<file path="src/rtl/pc_unit.sv">
// Fetch-stage program counter with next-PC selection and a circular return-address stack.
// PC_NEXT is the combinational next address; every other output comes from registered state.
module pc_unit #(
    parameter int unsigned     WIDTH        = 32,
    parameter logic [WIDTH-1:0] RESET_VECTOR = '0,
    parameter int unsigned     STEP         = 4,
    parameter int unsigned     RAS_DEPTH    = 4
) (
    input  logic             CLK,
    input  logic             RESET,
    input  logic             ENABLE,
    input  logic [1:0]       SEL,
    input  logic [WIDTH-1:0] BRANCH_TARGET,
    input  logic [WIDTH-1:0] JUMP_TARGET,
    input  logic             LINK,
    output logic [WIDTH-1:0] PC_OUT,
    output logic [WIDTH-1:0] PC_NEXT,
    output logic             RAS_EMPTY,
    output logic             RAS_FULL,
    output logic             RAS_UNDERFLOW
);

    localparam int unsigned PTR_W = (RAS_DEPTH > 1) ? $clog2(RAS_DEPTH) : 1;
    localparam int unsigned CNT_W = $clog2(RAS_DEPTH + 1);

    localparam logic [1:0] SEL_SEQ    = 2'd0;
    localparam logic [1:0] SEL_BRANCH = 2'd1;
    localparam logic [1:0] SEL_JUMP   = 2'd2;
    localparam logic [1:0] SEL_RET    = 2'd3;

    logic [WIDTH-1:0] ras_q [RAS_DEPTH];
    logic [PTR_W-1:0] top_q, top_d, top_inc, top_dec, wr_ptr;
    logic [CNT_W-1:0] cnt_q, cnt_d;
    logic             underflow_d;
    logic             ras_we;
    logic [WIDTH-1:0] pc_seq;
    logic [WIDTH-1:0] ras_top;
    logic             ras_empty_c;
    logic             ras_full_c;

    // Next-PC mux and RAS push/pop decisions
    always_comb begin
        pc_seq      = PC_OUT + WIDTH'(STEP);
        ras_top     = ras_q[top_q];
        ras_empty_c = (cnt_q == '0);
        ras_full_c  = (cnt_q == CNT_W'(RAS_DEPTH));
        top_inc     = (top_q == PTR_W'(RAS_DEPTH - 1)) ? '0 : top_q + PTR_W'(1);
        top_dec     = (top_q == '0) ? PTR_W'(RAS_DEPTH - 1) : top_q - PTR_W'(1);

        top_d       = top_q;
        cnt_d       = cnt_q;
        underflow_d = RAS_UNDERFLOW;
        ras_we      = 1'b0;
        wr_ptr      = top_inc;

        unique case (SEL)
            SEL_SEQ:    PC_NEXT = pc_seq;
            SEL_BRANCH: PC_NEXT = BRANCH_TARGET;
            SEL_JUMP:   PC_NEXT = JUMP_TARGET;
            default:    PC_NEXT = ras_empty_c ? JUMP_TARGET : ras_top;
        endcase

        if (SEL == SEL_RET) begin
            if (!ras_empty_c) begin
                if (LINK) begin
                    // return-and-call: overwrite the popped slot in place
                    ras_we = 1'b1;
                    wr_ptr = top_q;
                end else begin
                    top_d = top_dec;
                    cnt_d = cnt_q - CNT_W'(1);
                end
            end else begin
                underflow_d = 1'b1;
                if (LINK) begin
                    ras_we = 1'b1;
                    top_d  = top_inc;
                    cnt_d  = CNT_W'(1);
                end
            end
        end else if (LINK) begin
            // when full, the push lands on the oldest entry
            ras_we = 1'b1;
            top_d  = top_inc;
            cnt_d  = ras_full_c ? cnt_q : cnt_q + CNT_W'(1);
        end
    end

    always_ff @(posedge CLK or posedge RESET) begin
        if (RESET) begin
            PC_OUT        <= RESET_VECTOR;
            top_q         <= '0;
            cnt_q         <= '0;
            RAS_UNDERFLOW <= 1'b0;
        end else if (ENABLE) begin
            PC_OUT        <= PC_NEXT;
            top_q         <= top_d;
            cnt_q         <= cnt_d;
            RAS_UNDERFLOW <= underflow_d;
        end
    end

    // Stack storage needs no reset; occupancy tracks validity
    always_ff @(posedge CLK) begin
        if (ENABLE && !RESET && ras_we) begin
            ras_q[wr_ptr] <= pc_seq;
        end
    end

    assign RAS_EMPTY = ras_empty_c;
    assign RAS_FULL  = ras_full_c;

endmodule
</file>
<file path="config.mk">
export PLATFORM = sky130hd
export DESIGN_NAME = pc_unit
export DESIGN_NICKNAME = d
export VERILOG_FILES = /design/src/rtl/pc_unit.sv
export SDC_FILE = /design/constraint.sdc
export NUM_CORES = 1
export LEC_CHECK = 0
export CORE_ASPECT_RATIO = 0.6
export CORE_MARGIN = 2
export CORE_UTILIZATION = 37
export CTS_CLUSTER_SIZE = 20
export DETAILED_ROUTE_END_ITERATION = 6
export PLACE_DENSITY = 0.66
export REMOVE_ABC_BUFFERS = 1
export SLEW_MARGIN = 10
export SYNTH_ARGS = -nofsm -noshare
export SYNTH_HDL_FRONTEND = slang
export SYNTH_SLANG_ARGS = --single-unit
</file>
<file path="constraint.sdc">
create_clock -name CLK -period 4.3 [get_ports CLK]
set_input_delay 1.29 -clock CLK [delete_from_list [all_inputs] [get_ports CLK]]
set_output_delay 1.29 -clock CLK [all_outputs]
set_load 0.01 [all_outputs]
</file>
# Word level (Yosys, flattened, before mapping)
# Memory sizes are Yosys's and may differ from the RTL's.
# Index checks and enable logic that the tools add are counted.
# op_classes
add_sub_neg	5
eq_ne	8
n_mux	20
n_reduce_logical	10
# op_table
op	count
$pmux 32 s3	1
$add 32x3->32 const B	1
$mux 32	1
$mux 2	9
$mux 3	6
$eq 2x2->1 const B	3
$reduce_and 5->1	1
$logic_not 2->1	2
$add 3x1->3 const B	1
$eq 3x3->1 const B	1
$logic_not 3->1	1
$mux 1	3
$ne 3x3->1 const B	1
$reduce_and 3->1	1
$sub 3x1->3 const B	1
$add 2x1->2 const B	1
$eq 2x1->1 const B	1
$logic_and 1x1->1	2
$ne 2x1->1 const B	1
$ne 2x2->1 const B	1
$reduce_and 2->1	1
$reduce_bool 2->1	1
$sub 2x1->2 const B	1
$logic_not 1->1	1
# totals
register_bits	38
ramBits	128
input_bits	70
out_inout_bits	67
elab_cells	48
mem_count	1
# memory_table
memory	words	width	read_ports	rd_ports_with_merged_regs	wr	line	rtl
ras_q	4	32	1	0	1	31	logic [WIDTH-1:0] ras_q [RAS_DEPTH];

# Depth between registers and ports, before layout
# logic_depth
depth_word	5
depth_mapped	9
depth_no_buf	8

# Worst setup path after synthesis
# Ideal clock, no wire load.
# synth_timing
kind	input to register
start	in RESET
end	mem ras_q[2][0] (enable)
setup_ps	461
arrival_ps	4621
setup_slack_ps	-782
cell_stages	3
n_path_buf	0
path_cell_list	inv_1 -> nand3_1 -> nor3_1
# synth_between
elab_chain_cells	5
# synth_rtl
element	line	rtl
start: declaration	10	input logic RESET,
$logic_not 1->1	105	if (ENABLE && !RESET && ras_we) begin
$logic_and 1x1->1 (2 in series)	105	
$mux 1	105	
$mux 1 (not written as such)	106	ras_q[wr_ptr] <= pc_seq;
end: declaration	31	
# No other way between the ends.

# Worst setup path after layout
# layout_timing
start	in SEL[0]
end	out PC_NEXT[11]
# layout_between
elab_chain_cells	2
# layout_rtl
element	line	rtl
start: declaration	12	input logic [1:0] SEL,
$eq 2x2->1, or another cell as far along	56	unique case (SEL)
$pmux 32 s3 *	56	
end: declaration	17	output logic [WIDTH-1:0] PC_NEXT,
# Mark *: on every way between the ends. The rest lies on a longest branch, timed or not.

==> summary.txt <==
status -> complete, but fails checks
failing checks -> negative setup slack
Detailed Routing Iterations Pass 1 -> 6
die area -> 23180 sq um
min Tclk post-route -> 4.322 ns
Inserted Diodes -> 0
met1 Resource Use GR -> 30.86%
CP Launch Type -> primary input
min-delay src -> RAS_UNDERFLOW
Hold Path Depth -> 1
FF-to-FF End -> ras_q[2][19]
prevailing post-synth register cell -> edfxtp_1
initial antenna violation count -> 0
vias in the first global route -> 6316
layout cells sized above 1 -> 28.93%
DR vias/cell -> 5.643
Mapped Cells -> 583
Critical Path Sink Type -> output pin
register area -> 4800 sq um
Hold Path End -> RAS_UNDERFLOW
Seq pwr share -> 36.6%
die width -> 195.2 um
reg-to-reg slack, setup -> 1.33 ns
Placer Congestion -> 0.8557
Hold WS -> 0.4694 ns
filler cell count -> 1729
Multi-input gate area -> 3221 sq um
Clock Sinks -> 166
clock power share -> 25.9%
Int Power -> 4260 uW
Worst Tran Pin Value -> 0.6957 ns
via count of the routed design -> 6235
CP max FO -> 16
r2r worst-path depth -> 10
Period Utilization, post-route -> 100.5%
skew final -> 0.009670 ns
Synth Register Bits -> 166
endpoints failing setup -> 1
initial drt markers -> 681
P&R area growth vs syn -> 40.60%
Syn Area/Cell -> 13.92 sq um
crit path DAT -> 3.03 ns
number of max-cap violations -> 0
drt total wl -> 24980 um
leakage -> 0.004470 uW
crit-path cells -> clkdlybuf4s15_2, buf_6, and2_1, a311oi_1, a31oi_1, or2_2, clkdlybuf4s50_1
Comb pwr share -> 37.5%
Port Buffers -> 136
DR DRC count -> 0
crit path kind -> primary input to output pin
first-pass GRT wire length -> 37450 um
clk slew on worst S/H paths -> 0.06 ns
Slew Viols, Final -> 0
CTS tree -> yes
Routed Antenna Nets -> 0
slowest cell on the critical path -> clkdlybuf4s50_1
Cell Pwr Density -> 548.6 nW/um^2
post-route setup TNS -> -0.02205 ns
FF-to-FF Start -> cnt_q[1]
CORE AREA -> 21290 sq um
Synth async-reset ratio -> 22.89%
CP peak stage delay -> 0.48 ns
CTS Buf Count -> 17
Final Hold Fails -> 0
switching part of the total -> 31.96%
number of synthesized flops with an enable pin -> 128
Clock Latency Late Sink -> 0.43 ns
Total GRT Usage -> 21.87%
DP Wirelength -> 17160 um
Hold-fix buffers, CTS -> 0
sw power -> 2001 uW
Final #Nets -> 889
max_slew headroom -> 53.33%
Die Span Y -> 118.7 um
RSZ-0062 raised after global routing -> yes
HP Class -> flop to flop
Final Worst Setup Slack -> -0.02205 ns
row count -> 41
synth unique cells -> 62
peak supply drop -> 0.0002938 V
IO Pins -> 137
Seq/Total Area, Yosys -> 59.06%
GR Overflow Total -> 0
Wirelength per Cell -> 22.61 um
worst-case clock buffer depth -> 2
grt met3 use -> 4.281%
GR met2 Demand/Resource -> 33.88%
pin count of the biggest net entering global routing -> 39
YS warnings -> 0
global route hottest layer -> met2
CTS H-tree depth -> 4
CP required -> 3.01 ns
root buf cell -> clkbuf_16
Fmax achieved -> 231.4 MHz
Mapped Area -> 8118 sq um
effective utilization at floorplan -> 38.13%
==> through the flow <==
step	setup WS [ns]	power (uW)	std cells	cell area, sq um	utilization [%]
after detailed placement	-0.4218	4570	1050	10460	49.13
final	-0.02205	6261	1105	11410	53.61
after CTS	0.0005085	6245	1100	11270	52.94
after floorplan	-1.399	3416	544	7935	-
after global placement	-0.3742	4507	1050	10460	49.13
after global routing	-0.05202	6526	1105	11410	53.61
==> layout make-up <==
cell class                      instances  share of cell area, %
Clock buffer                           18                  3.760
Clock inverter                         14                  1.743
Inverter                               15                 0.4933
Multi-Input combinational cell        363                  28.22
Sequential cell                       166                  42.05
Tap cell                              279                  3.059
Timing Repair Buffer                  250                  20.68
==> critical path: cells and delay by family <==
kind / cells / cell delay, ns
AND/OR/NAND/NOR: 2 / 0.44
AO/OA/AOI/OAI: 2 / 0.37
buffers and inverters: 3 / 0.92
==> cells in the final DEF (no fill, tap or decap), types with 12 or more instances in the layout <==
cell and n:
xnor2_1 12, o21ai_0 22, a22o_1 12, a21oi_1 21, nor2_1 18, dlymetal6s2s_1 16, nand2_1 45, edfxtp_1 128
clkdlybuf4s50_1 112, clkbuf_16 17, dfrtp_1 34, a21bo_2 15, a222oi_1 20, buf_4 104, mux4_2 30, o31ai_1 14
==> state kept, by name, indices dropped and copies added, names as in the netlist <==
signal,cells
PC_OUT,32
RAS_UNDERFLOW,1
cnt_q,3
ras_q,128
top_q,2
==> metal layers <==
| layer | vias to the layer above | part of all wire (%) |
|---|---|---|
| met5 | - | 0 |
| met4 | 0 | 1.7 |
| met3 | 33 | 7.0 |
| met2 | 267 | 46 |
| met1 | 3158 | 45 |
| li1 | 2777 | - |
==> what timing repair did <==
item / in CTS / in global routing
setup endpoints to repair: 32 / 23
setup buffers: 18 / 5
gates resized for setup: 21 / 30
pin swaps: 17 / 16
==> synth_stat cells (2+ instances only) <==
cell type | count | area [sq um]
nand2_1 | 45 | 168.9
a22oi_1 | 6 | 45.04
and3_1 | 5 | 31.28
nand4_1 | 10 | 62.56
ha_1 | 6 | 75.07
a21bo_2 | 15 | 150.1
or2_2 | 2 | 12.51
nor2b_1 | 2 | 12.51
o21a_1 | 4 | 30.03
mux4_1 | 2 | 52.55
mux2i_1 | 8 | 80.08
a22o_1 | 12 | 105.1
o21ai_0 | 23 | 115.1
xnor2_1 | 20 | 175.2
nor4_4 | 4 | 85.08
buf_6 | 2 | 22.52
nand4_4 | 2 | 42.54
edfxtp_1 | 128 | 3844
a31oi_1 | 6 | 37.54
nand3_1 | 11 | 55.05
inv_1 | 14 | 52.55
dfrtp_1 | 38 | 950.9
clkbuf_1 | 21 | 78.83
o31ai_1 | 14 | 105.1
xor2_1 | 7 | 61.31
a21oi_1 | 21 | 105.1
nand3_2 | 2 | 20.02
nor2_1 | 22 | 82.58
buf_1 | 3 | 11.26
nand2b_1 | 3 | 18.77
nor3_1 | 8 | 40.04
o31a_1 | 5 | 43.79
o21bai_1 | 2 | 15.01
mux2_2 | 7 | 78.83
and2_1 | 4 | 25.02
buf_2 | 11 | 55.05
o21ai_1 | 2 | 10.01
buf_4 | 2 | 15.01
or3_1 | 2 | 12.51
a211oi_1 | 3 | 22.52
a222oi_1 | 20 | 200.2
mux4_2 | 30 | 675.7
a21o_1 | 10 | 75.07
==> cell families after synthesis <==
group / synth area share [%]
AOI/OAI and AO/OA: 14.12
xor gates and xnor gates: 2.913
adders and majority gates: 0.9248
buffers and inverters: 2.944
DFF: 59.06
muxes: 10.93
and+or+nand+nor: 9.109
==> power by group through the flow <==
stage | logic, uW | clock network [uW] | registers [uW]
3_3_place_gp | 2210 | 0 | 2300
3_5_place_dp | 2260 | 0 | 2310
2_1_floorplan | 1020 | 0 | 2400
4_1_cts | 2320 | 1640 | 2290
6_report | 2350 | 1620 | 2290
5_1_grt | 2500 | 1700 | 2320
==> worst max path at each step <==
stage / start / to / depth (start not counted)
2_1_floorplan: SEL[0] / ras_q[2][0] / 5
3_3_place_gp: SEL[1] / PC_NEXT[19] / 7
3_5_place_dp: SEL[1] / PC_NEXT[21] / 7
4_1_cts: SEL[1] / PC_NEXT[17] / 7
5_1_grt: SEL[0] / PC_NEXT[11] / 7
6_report: SEL[0] / PC_NEXT[11] / 7
(Power assumes the default switching activity.)
